<file path="config.mk">
export PLATFORM = sky130hd
export DESIGN_NAME = minmax_window_tracker
export DESIGN_NICKNAME = d
export VERILOG_FILES = /design/src/rtl/minmax_pkg.sv /design/src/rtl/minmax_window_reduce.sv /design/src/rtl/minmax_window_tracker.sv
export SDC_FILE = /design/constraint.sdc
export NUM_CORES = 1
export LEC_CHECK = 0
export CAP_MARGIN = 30
export CORE_ASPECT_RATIO = 0.8
export CORE_MARGIN = 8
export CORE_UTILIZATION = 61
export CTS_CLUSTER_SIZE = 24
export DETAILED_ROUTE_END_ITERATION = 8
export GPL_TIMING_DRIVEN = 0
export HOLD_SLACK_MARGIN = 0.02
export PLACE_DENSITY = 0.89
export SYNTH_ARGS = -nofsm -noshare
export SYNTH_HDL_FRONTEND = slang
export SYNTH_SLANG_ARGS = --single-unit
</file>
<file path="constraint.sdc">
create_clock -name clk -period 33.8 [get_ports clk]
set_input_delay 6.76 -clock clk [delete_from_list [all_inputs] [get_ports clk]]
set_output_delay 6.76 -clock clk [all_outputs]
set_load 0.05 [all_outputs]
</file>
<file path="src/rtl/minmax_pkg.sv">
// Shared mode encodings and the run-time-selectable signed/unsigned compare.
package minmax_pkg;
  localparam logic MODE_CUM = 1'b0;
  localparam logic MODE_WIN = 1'b1;

  // Callers widen operands to CMP_W: sign-extend for signed, zero-extend otherwise.
  localparam int CMP_W = 64;

  function automatic logic lt_sel(input logic [CMP_W-1:0] a, input logic [CMP_W-1:0] b,
                                  input logic signed_en);
    if (signed_en) return $signed(a) < $signed(b);
    return a < b;
  endfunction

  function automatic logic gt_sel(input logic [CMP_W-1:0] a, input logic [CMP_W-1:0] b,
                                  input logic signed_en);
    if (signed_en) return $signed(a) > $signed(b);
    return a > b;
  endfunction
endpackage

</file>
<file path="src/rtl/minmax_window_reduce.sv">
// Combinational min/max over the valid entries of the sample window.
module minmax_window_reduce
  import minmax_pkg::*;
#(
  parameter int WIDTH  = 32,
  parameter int DEPTH  = 4,
  parameter int SIGNED = 1
) (
  input  logic [DEPTH-1:0][WIDTH-1:0] i_ent,
  input  logic [DEPTH-1:0]            i_vld,
  output logic [WIDTH-1:0]            o_min,
  output logic [WIDTH-1:0]            o_max
);
  localparam logic SGN = (SIGNED != 0);

  function automatic logic [CMP_W-1:0] ext(input logic [WIDTH-1:0] v);
    if (SGN) return CMP_W'($signed(v));
    return CMP_W'(v);
  endfunction

  logic w_any;

  // An empty window reports zero for both results.
  always_comb begin
    o_min = '0;
    o_max = '0;
    w_any = 1'b0;
    for (int i = 0; i < DEPTH; i++) begin
      if (i_vld[i]) begin
        if (!w_any || lt_sel(ext(i_ent[i]), ext(o_min), SGN)) o_min = i_ent[i];
        if (!w_any || gt_sel(ext(i_ent[i]), ext(o_max), SGN)) o_max = i_ent[i];
        w_any = 1'b1;
      end
    end
  end
endmodule

</file>
<file path="src/rtl/minmax_window_tracker.sv">
// Cumulative or sliding-window min/max tracker with saturating sample count.
module minmax_window_tracker
  import minmax_pkg::*;
#(
  parameter int WIDTH  = 32,
  parameter int DEPTH  = 4,
  parameter int SIGNED = 1,
  parameter int CNT_W  = 16
) (
  input  logic             clk,
  input  logic             rst,
  input  logic             in_valid,
  input  logic [WIDTH-1:0] in_data,
  input  logic             clear,
  input  logic             mode,
  output logic [WIDTH-1:0] min_out,
  output logic [WIDTH-1:0] max_out,
  output logic             out_valid,
  output logic [CNT_W-1:0] sample_count
);
  localparam logic SGN = (SIGNED != 0);

  function automatic logic [CMP_W-1:0] ext(input logic [WIDTH-1:0] v);
    if (SGN) return CMP_W'($signed(v));
    return CMP_W'(v);
  endfunction

  logic [DEPTH-1:0][WIDTH-1:0] r_win, w_win_nxt;
  logic [DEPTH-1:0]            r_wv, w_wv_nxt;
  logic [WIDTH-1:0]            r_cmin, r_cmax, w_cmin_nxt, w_cmax_nxt;
  logic [WIDTH-1:0]            r_min, r_max, w_wmin, w_wmax;
  logic [CNT_W-1:0]            r_cnt, w_cnt_nxt;
  logic                        r_ov, w_ov_nxt;

  // Next state first, so the registered outputs already include this edge's sample.
  always_comb begin
    w_win_nxt  = r_win;
    w_wv_nxt   = r_wv;
    w_cmin_nxt = r_cmin;
    w_cmax_nxt = r_cmax;
    w_cnt_nxt  = r_cnt;
    w_ov_nxt   = r_ov;
    if (clear) begin
      w_win_nxt  = '0;
      w_wv_nxt   = '0;
      w_cmin_nxt = '0;
      w_cmax_nxt = '0;
      w_cnt_nxt  = '0;
      w_ov_nxt   = 1'b0;
    end else if (in_valid) begin
      w_win_nxt = {r_win[DEPTH-2:0], in_data};
      w_wv_nxt  = {r_wv[DEPTH-2:0], 1'b1};
      if (!r_ov || lt_sel(ext(in_data), ext(r_cmin), SGN)) w_cmin_nxt = in_data;
      if (!r_ov || gt_sel(ext(in_data), ext(r_cmax), SGN)) w_cmax_nxt = in_data;
      w_cnt_nxt = (&r_cnt) ? r_cnt : r_cnt + 1'b1;
      w_ov_nxt  = 1'b1;
    end
  end

  minmax_window_reduce #(
    .WIDTH (WIDTH),
    .DEPTH (DEPTH),
    .SIGNED(SIGNED)
  ) u_reduce (
    .i_ent(w_win_nxt),
    .i_vld(w_wv_nxt),
    .o_min(w_wmin),
    .o_max(w_wmax)
  );

  always_ff @(posedge clk) begin
    if (!rst) begin
      r_win  <= '0;
      r_wv   <= '0;
      r_cmin <= '0;
      r_cmax <= '0;
      r_cnt  <= '0;
      r_ov   <= 1'b0;
      r_min  <= '0;
      r_max  <= '0;
    end else begin
      r_win  <= w_win_nxt;
      r_wv   <= w_wv_nxt;
      r_cmin <= w_cmin_nxt;
      r_cmax <= w_cmax_nxt;
      r_cnt  <= w_cnt_nxt;
      r_ov   <= w_ov_nxt;
      r_min  <= (mode == MODE_WIN) ? w_wmin : w_cmin_nxt;
      r_max  <= (mode == MODE_WIN) ? w_wmax : w_cmax_nxt;
    end
  end

  assign min_out      = r_min;
  assign max_out      = r_max;
  assign out_valid    = r_ov;
  assign sample_count = r_cnt;
endmodule
</file>
==> results.cfg <==
[die]
io_pins = 118
start_util = 0.614
die_x_um = 211
die_area_sq_um = 36100
rows = 57
chipHeight_um = 172
coreArea_sq_um = 30100

[critical_path]
cpPeakStageDelay_ns = 0.67
critPathArrivalTime_ns = 19.71
slowest_stage = clkbuf_1
path_buf_inv = 14
startpoint_type = primary input
crit_type = in -> reg
path_common_cell = nand4_1
path_depth = 42
cp.required_ns = 34.28
cp_top_family = buffers and inverters
rr_worst_depth = 41
worstPathMaxFanout = 10
endpoint_kind = flip-flop

[timing]
setup_tns_ns = 0
clock.fmax_mhz = 52.0
setup_viol = 0
final_max_slew_viol_count = 0
hold_viol = 0
worstMarginPinSlew_ns = 0.974
rsz0062_at_grt = no
post-route-period-util = 0.569
maxSlewHeadroom = 0.344
skew_ns = 0.0152
min_period_ns = 19.23

[clock_network]
cts.path.max_buffers = 3
cts_setup_buffers = 0
path_clk_slew_ns = 0.06
cts_htree_levels = 1
numCtsBuffers = 28
cts_resized = 0
tritoncts = yes
clkSinkCount = 277
insertion_delay_ns = 0.56
cts_root_buf = clkbuf_16
holdBufCountCts = 0

[cells_and_area]
stdcell_area_sq_um = 21100
fill_cells = 2425
final_cell_mix = 277 x nor2_1, 277 x dfxtp_1, 247 x mux2i_1
nets = 2651
synthToLayoutAreaGrowth_pct = 14.3
drive_gt1_frac = 0.0369
final_core_util = 0.701
insertedDiodeCount = 0

[logic_synthesis]
syn_avg_cell_area_sq_um = 8.22
yosysSeqAreaShare = 0.300
syn_inst = 2247
ys_async_sr_fraction = 0
ys_warn_count = 0
ys_types = 65
synth_edf_count = 0
syn_area_sq_um = 18500
dominantRegCellSynth = dfxtp_1
ys_ff_latch = 277
synth_nets = 2504

[placed_design]
placed_area_sq_um = 20100
gp_congestion = 0.998
hpwlAfterDp_um = 56100
port_buffers = 116

[power]
p_leak_uw = 0.00941
power_density_nw_per_um2 = 38.1
peakVddDrop_uv = 39.7

[routing]
detail_route.wl_per_cell_um = 24.4
first_pass_iters = 8
wl_um = 69000
vias = 18152
drtIter0Drc = 2412
drc = 0
viasPerCell = 6.42
ant_nets = 0

[job]
cap_violations = 0

[grt]
overflow = 0
grt_usage = 0.370
grt_max_degree = 15
antenna_found_initial = 1
grt_pass1_wl_um = 103000
first_global_vias = 17089

[status]
status = finished, final reports clean

[worst_hold_path]
whs_path_depth = 2
hp-class = reg -> reg
-- stage by stage --
step | total power, uW | cells | setup slack, ns | hold slack, ns
6_report | 805 | 2826 | 14.57 | 0.493
3_3_place_gp | 477 | 2776 | 14.43 | 0.472
5_1_grt | 825 | 2826 | 14.08 | 0.513
3_5_place_dp | 481 | 2776 | 14.33 | 0.479
4_1_cts | 798 | 2825 | 14.85 | 0.491
2_1_floorplan | 431 | 2247 | 18.29 | 0.463
-- worst register-to-register path, delay by kind of cell (launching register included) --
family	cells	cell delay (ns)
muxes	2	0.73
AOI/OAI and AO/OA	9	1.85
buffers and inverters	12	3.67
and+or+nand+nor	15	3.98
DFF	1	0.37
adders and majority gates	3	1.10
-- worst paths after layout --
kind         slack [ns]                endpoint           startpoint
max               14.57  max_out[22]$_SDFF_PN0_             in_valid
min                0.49     r_win[6]$_SDFF_PN0_  r_win[6]$_SDFF_PN0_
min reg2reg        0.49     r_win[6]$_SDFF_PN0_  r_win[6]$_SDFF_PN0_
max reg2reg       22.02  max_out[22]$_SDFF_PN0_   r_wv[0]$_SDFF_PN0_
-- power breakdown --
part / switching [uW] / total [uW] / leakage, uW / internal, uW
logic: 94.5 / 142 / 0.00671 / 47.4
registers: 4.22 / 338 / 0.00225 / 334
clock network: 138 / 325 / 0.000458 / 187
total: 237 / 805 / 0.00941 / 568
-- metal layers --
layer  share of wire  vias to the layer above  GRT usage
li1                -                     8174          -
met1            0.42                     8649      0.527
met2            0.41                     1212      0.553
met3            0.14                      117     0.0880
met4           0.028                        0      0.101
met5               0                        -          0
-- Yosys cell counts (all sizes together) (10+ instances only) --
library cell / number / share of area
a21oi: 163 / 0.044
a211oi: 10 / 0.0041
ha: 220 / 0.15
a21o: 53 / 0.022
xor2: 10 / 0.0047
a221o: 60 / 0.033
nand2: 191 / 0.039
mux2i: 247 / 0.13
nand4: 51 / 0.018
nor2b: 17 / 0.0058
dfxtp: 277 / 0.30
inv: 192 / 0.039
buf: 50 / 0.015
nand2b: 39 / 0.013
nor3: 119 / 0.032
nor2: 278 / 0.057
o21a: 35 / 0.014
o21ai: 48 / 0.013
clkbuf: 77 / 0.016
-- flip-flops by register name (all words and copies together), names as in the netlist --
name,cells
r_cmax,32
min_out,32
r_cmin,32
sample_count,16
out_valid,1
max_out,32
r_win,128
r_wv,4
-- logic make-up (layout without fill, tap and decap cells) --
family                     Yosys count  after routing  synth area share
xor gates and xnor gates            12             12           0.00569
AOI/OAI and AO/OA                  425            425             0.157
adders and majority gates          221            221             0.150
muxes                              252            252             0.137
buffers and inverters              320            486            0.0701
DFF                                277            277             0.300
and+or+nand+nor                    740            740             0.181
-- layout make-up --
type	instances	area [sq um]	share of cell area
multi-input cells	1650	11600	0.551
flip-flops and latches	277	5550	0.263
repair buffers	117	1180	0.0557
clock buffers	40	837	0.0396
inverters	193	724	0.0343
plain buffers	127	571	0.0270
well taps	413	517	0.0245
clock inverters	9	110	0.00522
Note: power is estimated with default switching activity, not from simulation.
